`src/rtl/capture_sequencer.sv`:
```
// rtl/capture_sequencer.sv - trigger/capture sequencer with host register bus
// Optional auto-trigger timeout is built only when CAPTURE_AUTO_TRIG_EN is defined.
module capture_sequencer #(
    parameter int                    DATA_WIDTH = 16,
    parameter logic [DATA_WIDTH-1:0] BASE_ADDR  = 16'h4010,
    parameter int                    CNT_WIDTH  = 16
) (
    input  logic                  clk,
    input  logic                  rst_n,
    input  logic                  en,
    input  logic                  addr_en,
    input  logic                  rd_en,
    input  logic                  wr_en,
    input  logic [DATA_WIDTH-1:0] rd_data,
    output logic [DATA_WIDTH-1:0] wr_data,
    input  logic                  adc_clk,
    input  logic                  sync_signal_in,
    input  logic                  stable,
    input  logic                  buf_done,
    output logic                  trig_pulse,
    output logic                  sample_stb,
    output logic                  capturing
);

    localparam logic [DATA_WIDTH-1:0] ADDR_CTRL    = BASE_ADDR;
    localparam logic [DATA_WIDTH-1:0] ADDR_HOLDOFF = BASE_ADDR + DATA_WIDTH'(1);
    localparam logic [DATA_WIDTH-1:0] ADDR_TIMEOUT = BASE_ADDR + DATA_WIDTH'(2);
    localparam logic [DATA_WIDTH-1:0] ADDR_DECIM   = BASE_ADDR + DATA_WIDTH'(3);
    localparam logic [DATA_WIDTH-1:0] ADDR_STATUS  = BASE_ADDR + DATA_WIDTH'(4);

    typedef enum logic [2:0] {
        S_IDLE    = 3'd0,
        S_HOLDOFF = 3'd1,
        S_ARMED   = 3'd2,
        S_CAPTURE = 3'd3,
        S_DONE    = 3'd4
    } state_t;

    state_t                state_q, state_d;
    logic [DATA_WIDTH-1:0] addr_q, addr_d;
    logic [DATA_WIDTH-1:0] wr_data_q, wr_data_d;
    logic [3:0]            ctrl_q, ctrl_d;
    logic                  force_q, force_d;
    logic [CNT_WIDTH-1:0]  holdoff_q, holdoff_d;
    logic [CNT_WIDTH-1:0]  decim_q, decim_d;
    logic [CNT_WIDTH-1:0]  cnt_q, cnt_d;
    logic                  done_q, done_d;
    logic [7:0]            count_q, count_d;
    logic                  sync_prev_q, adc_prev_q;
    logic                  trig_q, trig_d;
    logic                  stb_q, stb_d;
    logic                  capturing_q, capturing_d;

    logic                  bus_wr, bus_rd, wr_ctrl, rd_status;
    logic                  run, single, adc_rise, edge_hit, trig_hit;
    logic                  set_done, clr_run, auto_hit;
    logic [CNT_WIDTH-1:0]  timeout_load;
    logic [DATA_WIDTH-1:0] rd_val;

    assign bus_wr    = en & rd_en;
    assign bus_rd    = en & wr_en;
    assign wr_ctrl   = bus_wr && (addr_q == ADDR_CTRL);
    assign rd_status = bus_rd && (addr_q == ADDR_STATUS);

    assign run      = ctrl_q[0];
    assign single   = (ctrl_q[3:2] == 2'b00);
    assign adc_rise = adc_clk & ~adc_prev_q;
    assign edge_hit = ctrl_q[1] ? (~sync_signal_in & sync_prev_q)
                                : (sync_signal_in & ~sync_prev_q);

`ifdef CAPTURE_AUTO_TRIG_EN
    logic [CNT_WIDTH-1:0] timeout_q, timeout_d;

    // cnt_q holds the remaining timeout in ARMED; a zero load never fires
    assign auto_hit     = (ctrl_q[3:2] == 2'b10) && adc_rise && (cnt_q == CNT_WIDTH'(1));
    assign timeout_load = timeout_q;

    always_comb begin
        timeout_d = timeout_q;
        if (bus_wr && (addr_q == ADDR_TIMEOUT)) begin
            timeout_d = rd_data[CNT_WIDTH-1:0];
        end
    end

    always_ff @(posedge clk or negedge rst_n) begin
        if (!rst_n) begin
            timeout_q <= '0;
        end else begin
            timeout_q <= timeout_d;
        end
    end
`else
    assign auto_hit     = 1'b0;
    assign timeout_load = '0;
`endif

    assign trig_hit = (edge_hit & stable) | force_q | auto_hit;

    always_comb begin
        rd_val = '1;
        case (addr_q)
            ADDR_CTRL:    rd_val = DATA_WIDTH'(ctrl_q);
            ADDR_HOLDOFF: rd_val = DATA_WIDTH'(holdoff_q);
`ifdef CAPTURE_AUTO_TRIG_EN
            ADDR_TIMEOUT: rd_val = DATA_WIDTH'(timeout_q);
`else
            ADDR_TIMEOUT: rd_val = '0;
`endif
            ADDR_DECIM:   rd_val = DATA_WIDTH'(decim_q);
            ADDR_STATUS:  rd_val = DATA_WIDTH'({count_q, 4'b0000, done_q, state_q});
            default:      rd_val = '1;
        endcase
    end

    // One shared counter: holdoff in HOLDOFF, timeout in ARMED, decimation in CAPTURE
    always_comb begin
        state_d  = state_q;
        cnt_d    = cnt_q;
        trig_d   = 1'b0;
        stb_d    = 1'b0;
        set_done = 1'b0;
        clr_run  = 1'b0;
        case (state_q)
            S_IDLE: begin
                if (run) begin
                    state_d = S_HOLDOFF;
                    cnt_d   = holdoff_q;
                end
            end
            S_HOLDOFF: begin
                if (!run) begin
                    state_d = S_IDLE;
                end else if (cnt_q == '0) begin
                    state_d = S_ARMED;
                    cnt_d   = timeout_load;
                end else if (adc_rise) begin
                    cnt_d = cnt_q - CNT_WIDTH'(1);
                end
            end
            S_ARMED: begin
                if (!run) begin
                    state_d = S_IDLE;
                end else if (trig_hit) begin
                    state_d = S_CAPTURE;
                    trig_d  = 1'b1;
                    cnt_d   = '0;
                end else if (adc_rise && (cnt_q != '0)) begin
                    cnt_d = cnt_q - CNT_WIDTH'(1);
                end
            end
            S_CAPTURE: begin
                if (!stable || !run) begin
                    state_d = S_IDLE;
                end else if (buf_done) begin
                    state_d  = S_DONE;
                    set_done = 1'b1;
                end else if (adc_rise) begin
                    if (cnt_q == '0) begin
                        stb_d = 1'b1;
                        cnt_d = decim_q;
                    end else begin
                        cnt_d = cnt_q - CNT_WIDTH'(1);
                    end
                end
            end
            S_DONE: begin
                if (!run) begin
                    state_d = S_IDLE;
                end else if (single) begin
                    state_d = S_IDLE;
                    clr_run = 1'b1;
                end else begin
                    state_d = S_HOLDOFF;
                    cnt_d   = holdoff_q;
                end
            end
            default: state_d = S_IDLE;
        endcase
        capturing_d = (state_d == S_CAPTURE);
    end

    always_comb begin
        addr_d    = (en && addr_en) ? rd_data : addr_q;
        wr_data_d = bus_rd ? rd_val : wr_data_q;
        ctrl_d    = ctrl_q;
        if (clr_run) begin
            ctrl_d[0] = 1'b0;
        end
        if (wr_ctrl) begin
            ctrl_d = rd_data[3:0];
        end
        force_d   = wr_ctrl & rd_data[4];
        holdoff_d = (bus_wr && (addr_q == ADDR_HOLDOFF)) ? rd_data[CNT_WIDTH-1:0] : holdoff_q;
        decim_d   = (bus_wr && (addr_q == ADDR_DECIM)) ? rd_data[CNT_WIDTH-1:0] : decim_q;
        // A done being set wins over a STATUS read clearing it in the same cycle
        done_d    = (done_q & ~rd_status) | set_done;
        count_d   = count_q + 8'(set_done);
    end

    always_ff @(posedge clk or negedge rst_n) begin
        if (!rst_n) begin
            state_q     <= S_IDLE;
            addr_q      <= '0;
            wr_data_q   <= '1;
            ctrl_q      <= '0;
            force_q     <= 1'b0;
            holdoff_q   <= '0;
            decim_q     <= '0;
            cnt_q       <= '0;
            done_q      <= 1'b0;
            count_q     <= '0;
            sync_prev_q <= 1'b0;
            adc_prev_q  <= 1'b0;
            trig_q      <= 1'b0;
            stb_q       <= 1'b0;
            capturing_q <= 1'b0;
        end else begin
            state_q     <= state_d;
            addr_q      <= addr_d;
            wr_data_q   <= wr_data_d;
            ctrl_q      <= ctrl_d;
            force_q     <= force_d;
            holdoff_q   <= holdoff_d;
            decim_q     <= decim_d;
            cnt_q       <= cnt_d;
            done_q      <= done_d;
            count_q     <= count_d;
            sync_prev_q <= sync_signal_in;
            adc_prev_q  <= adc_clk;
            trig_q      <= trig_d;
            stb_q       <= stb_d;
            capturing_q <= capturing_d;
        end
    end

    assign wr_data    = wr_data_q;
    assign trig_pulse = trig_q;
    assign sample_stb = stb_q;
    assign capturing  = capturing_q;

endmodule

```
`config.mk`:
```
export PLATFORM = sky130hd
export DESIGN_NAME = capture_sequencer
export DESIGN_NICKNAME = d
export VERILOG_FILES = /design/src/rtl/capture_sequencer.sv
export SDC_FILE = /design/constraint.sdc
export NUM_CORES = 1
export LEC_CHECK = 0
export BUFFER_PORTS_ARGS = -buffer_cell sky130_fd_sc_hd__buf_2
export CAP_MARGIN = 20
export CORE_MARGIN = 4
export CORE_UTILIZATION = 30
export DETAILED_ROUTE_END_ITERATION = 16
export PLACE_DENSITY_LB_ADDON = 0.3
export SYNTH_ARGS = -nofsm -noshare
export SYNTH_HDL_FRONTEND = slang
export SYNTH_SLANG_ARGS = --single-unit
export TNS_END_PERCENT = 20
```
`constraint.sdc`:
```
create_clock -name clk -period 3.9 [get_ports clk]
set_clock_uncertainty 0.15 [all_clocks]
set_input_delay 0.585 -clock clk [delete_from_list [all_inputs] [get_ports clk]]
set_output_delay 0.585 -clock clk [all_outputs]
set_load 0.1 [all_outputs]
```
# After elaboration in Yosys (flattened, before gate mapping)
# Cells that the tools add are included.
# word_totals
ff_bits,102
inputBits,26
out_inout_bits,19
word_cells,110
# op_classes
n_addsub,2
eq_ne,20
muxes,42
bitwise_logic,14
n_reduce_logical,16
# op_table
operator,count
two-way mux 16 bit,13
case mux 16 bit (5 select lines),2
== test 16 x 15 -> 1 bit (second input constant),5
two-way mux 3 bit,7
two-way mux 1 bit,19
zero test 16 bit,1
!= test 2 bit (second input constant),8
nonzero test 16 bit,1
subtractor 16 x 1 -> 16 bit (second input constant),1
case mux 3 bit (5 select lines),1
AND reduction 11 bit,1
== test 3 x 2 -> 1 bit (second input constant),3
adder 8 x 1 -> 8 bit,1
AND 1 bit,8
logical AND 1 bit,6
!= test 3 bit (second input constant),2
nonzero test 5 bit,1
inverter 1 bit,4
== test 3 x 1 -> 1 bit (second input constant),1
== test 3 bit (second input constant),1
zero test 3 bit,1
zero test 1 bit,2
zero test 2 bit,1
OR 1 bit,2
2 further kinds,2

# Logic depth before layout (Yosys ltp)
# depth
word_depth,9
ltp_mapped,10
depth_no_buf,8

# Worst setup path after synthesis
# Ideal clock, no wire load.
# synth_timing
path_type,in2reg
start,input port sync_signal_in
end,register cnt_q[13]
setup_ns,0.065
arrival_time_ns,2.311
setup_slack_ns,1.375
cell_stages,7
path_cell_list,and4b_1 > or4b_4 > and3_1 > buf_6 > or4_4 > a211oi_2 > a211o_1
# synth_between
elab_chain_cells,8
word_cells_on_any_way,11
cone_classes,eq/ne (1); mux (4); bitwise (5); reduce/logical (1)
# synth_lines
element,line_no,text
"start, declared",17,"input logic sync_signal_in,"
inverter 1 bit,68,assign edge_hit = ctrl_q[1] ? (~sync_signal_in & sync_prev_q)
AND 1 bit,68,
two-way mux 1 bit (*),68,
AND 1 bit (*),97,assign trig_hit = (edge_hit & stable) | force_q | auto_hit;
OR 1 bit (*),97,
two-way mux 16 bit,143,end else if (trig_hit) begin
two-way mux 16 bit,141,if (!run) begin
case mux 16 bit (5 select lines),123,case (state_q)
"end signal, assigned",225,cnt_q <= cnt_d;
"end, declared",46,"logic [CNT_WIDTH-1:0] cnt_q, cnt_d;"
# Every way passes the cells marked *; elsewhere a longest branch is shown, timed or not. The select of a mux whose other input is x is not followed.
# A chain may end at the register's enable or synchronous reset.

# Final worst setup path
# layout_timing
start,register cnt_q[0]
end,register cnt_q[6]
# layout_between
elab_chain_cells,6
word_cells_on_any_way,18
cone_classes,add/sub (1); eq/ne (2); mux (11); reduce/logical (4)
# layout_lines
element,line_no,text
subtractor 16 x 1 -> 16 bit or zero test 16 bit (tied branches),n/a,
two-way mux 16 bit,158,if (cnt_q == '0) begin
two-way mux 16 bit,157,end else if (adc_rise) begin
two-way mux 16 bit,154,end else if (buf_done) begin
two-way mux 16 bit,152,if (!stable || !run) begin
case mux 16 bit (5 select lines),123,
# Several ways; a longest one is shown, not always the timed one. The select of a mux whose other input is x is not followed.

==> summary.md <==
| Metric | Value |
|---|---|
| Crit path DAT | `3.10 ns` |
| Worst VDD drop | `222 uV` |
| CTS tree | `yes` |
| Row Count | `46` |
| TritonCTS Sinks | `102` |
| Die Span X | `135 um` |
| Worst path top cell family by delay | `simple AND/OR/NAND/NOR gates` |
| Cell with the largest stage delay on the worst path | `or3b_2` |
| Cts bufs inserted | `9` |
| Crit-path max FO | `13` |
| IO buf count | `44` |
| Fin cells | `695` |
| Final hold violations | `0` |
| I/O Pins | `45` |
| Die Height | `135 um` |
| Antenna-violating nets left | `0` |
| Hold slack | `0.156 ns` |
| Post-Route Setup TNS | `0 ns` |
| Dpl cells | `679` |
| Met1 Usage GRT | `0.194` |
| Dpl ws | `0.866 ns` |
| # DRC | `0` |
| Yosys warns | `0` |
| Fillers | `1642` |
| Starting density of the core | `0.306` |
| Cells after Synth | `436` |
| Status | `complete, no violations` |
| P per Cell Area | `438 nW/um^2` |
| Resized Gates After CTS | `0` |
| Final period util | `0.785` |
| Largest net degree at the start of global routing | `57` |
| CP max stage delay | `0.52 ns` |
| Root Buffer | `clkbuf_16` |
| Cell area after synthesis | `4870 um^2` |
| Post-synth top flop | `dfrtp_1` |
| Routed vias/inst | `5.16` |
| Vias in the first global route | `3630` |
| H-tree depth | `3` |
| Critical path buffer and inverter count | `2` |
| Final wirelength | `12.3 mm` |
| CP Cell Sequence | `inv_1 -> ha_1 -> or3b_2 -> o31ai_1 -> and3_1 -> buf_4 -> nor3_1 -> a221oi_1 -> o22ai_1` |
| WL/cell | `17.8 um` |
| Core area | `15900 um^2` |
| Nets | `503` |
| Max-cap violation count | `0` |
| Post-synth net total | `465` |
| RSZ-0062 raised after global routing | `false` |
| Diodes inserted | `0` |
| Tightest Pin Transition | `0.814 ns` |
| Rel. slew slack | `0.458` |
| Area grow syn2layout | `14.9%` |
| Crit. End Element | `flop` |
| Hold Crit Class | `in2async` |
| Clock tree buffer depth | `2` |
| Synthesis-stage register bit count | `102` |
| GR Util met3 | `0.0308` |
| Reg2reg setup slack | `0.84 ns` |
| Post-CTS Setup Repair Bufs | `0` |
| Fmax | `327 MHz` |
| Initial antenna violation count | `0` |
| Path type of the worst setup path | `reg2reg` |
| Post-DP HPWL | `8.93 mm` |
| CP Launch Type | `flop` |
| Req. time, crit path | `3.95 ns` |
| # setup viols final | `0` |
| Post-Syn Area per Cell | `11.2 um^2` |
| GP Congestion | `0.833` |
| Vias post-DR | `3585` |
| Sequential-to-total area share from yosys stat | `0.529` |
| Drt pass-1 iters | `5` |
| Hold Buf Count CTS | `0` |
| Post-synth ARST share | `1.00` |
| Ratio of cells with drive above 1 in the final layout | `0.307` |
| Clk slew on worst S/H paths | `0.07 ns` |
| Number of synthesized flops with an enable pin | `0` |
| Netlist cell types | `60` |
| P_leak | `2.42 nW` |
| Top Usage Layer GRT | `met2` |
| First-pass GRT wire length | `20.2 mm` |
| Min cycle time layout | `3.06 ns` |
| Final setup margin | `0.840 ns` |
| Clk_lat worst skew | `0.35 ns` |
| Pins Over Slew Limit | `0` |
| Grt ovf | `0` |
| DRT iter0 DRCs | `238` |
| DIE AREA | `18300 um^2` |
| GRT Overall Usage | `0.141` |
| GR Util met2 | `0.226` |
worst paths after layout:
| kind | startpoint | end | depth (start not counted) |
|---|---|---|---|
| max in group asynchronous | rst_n | holdoff_q[12] | 2 |
| setup reg to reg | cnt_q[0] | cnt_q[6] | 9 |
| hold reg to reg | count_q[7] | count_q[7] | 1 |
| setup / recovery | cnt_q[0] | cnt_q[6] | 9 |
| hold / removal | rst_n | ctrl_q[2] | 1 |
| min in group clk | adc_clk | adc_prev_q | 1 |
final cells by class:
class	count	area [um^2]	share of cell area
repair buffers	55	305	0.0546
clock buffers	14	264	0.0472
inverters	5	18.8	0.00336
well taps	216	270	0.0483
flip-flops and latches	102	2570	0.460
clock inverters	2	16.3	0.00291
multi-input cells	301	2140	0.383
cells in the mapped netlist (7+ instances only):
master / n / area share
o21ai_0: 24 / 0.025
o31ai_1: 7 / 0.011
dfstp_2: 16 / 0.086
or3_1: 7 / 0.0090
nor2_1: 47 / 0.036
mux2_2: 51 / 0.12
a221oi_1: 13 / 0.023
buf_2: 9 / 0.0093
dfrtp_1: 86 / 0.44
a21oi_1: 21 / 0.022
and3_1: 7 / 0.0090
a22oi_1: 12 / 0.019
clkbuf_1: 15 / 0.012
nand2_1: 14 / 0.011
nand3_1: 10 / 0.010
flip-flops by register name, summed over array words and instances, names as in the netlist:
signal       cells
adc_prev_q       1
addr_q          16
capturing        1
cnt_q           16
count_q          8
ctrl_q           4
decim_q         16
done_q           1
force_q          1
holdoff_q       16
sample_stb       1
state_q          3
sync_prev_q      1
trig_pulse       1
wr_data         16
cells in the final DEF (no fill, tap or decap), types with 6 or more instances in the layout:
cell,instances
nand2_1,14
buf_4,12
nand3_1,10
a221oi_1,13
or3_1,7
buf_2,43
dfrtp_1,86
dfstp_2,16
a22oi_1,12
mux2_2,51
clkbuf_16,9
nor2_1,47
and3_1,7
o21ai_0,24
nor2b_1,6
o31ai_1,7
a21oi_1,21
cell families after synthesis:
family          count (synthesis)  synth area share
buf+inv                        33            0.0324
flops                         102             0.529
fa+ha+maj                       4           0.00977
xor+xnor                        6            0.0108
mux                            51             0.118
simple gates                  128             0.141
compound gates                112             0.159
metrics by stage:
step	util	power [mW]	cell area, um^2
floorplan	-	1.48	4870
global placement	0.334	1.60	5310
detailed placement	0.334	1.61	5310
CTS	0.352	2.47	5590
global route	0.352	2.58	5590
finish	0.352	2.45	5590
metal layers:
layer / share of wire / vias to the layer above / wire length [um]
met2: 0.46 / 97 / 5710
li1: - / 1681 / -
met1: 0.47 / 1790 / 5780
met4: 0.018 / 0 / 225
met5: 0 / - / 0
met3: 0.051 / 17 / 629
where the power goes:
part / internal [mW] / total [mW] / switching, mW
Clock: 0.471 / 0.858 / 0.387
Combinational: 0.154 / 0.354 / 0.200
Sequential: 1.15 / 1.24 / 0.0875
No activity file was read; power rests on OpenSTA's default activity.
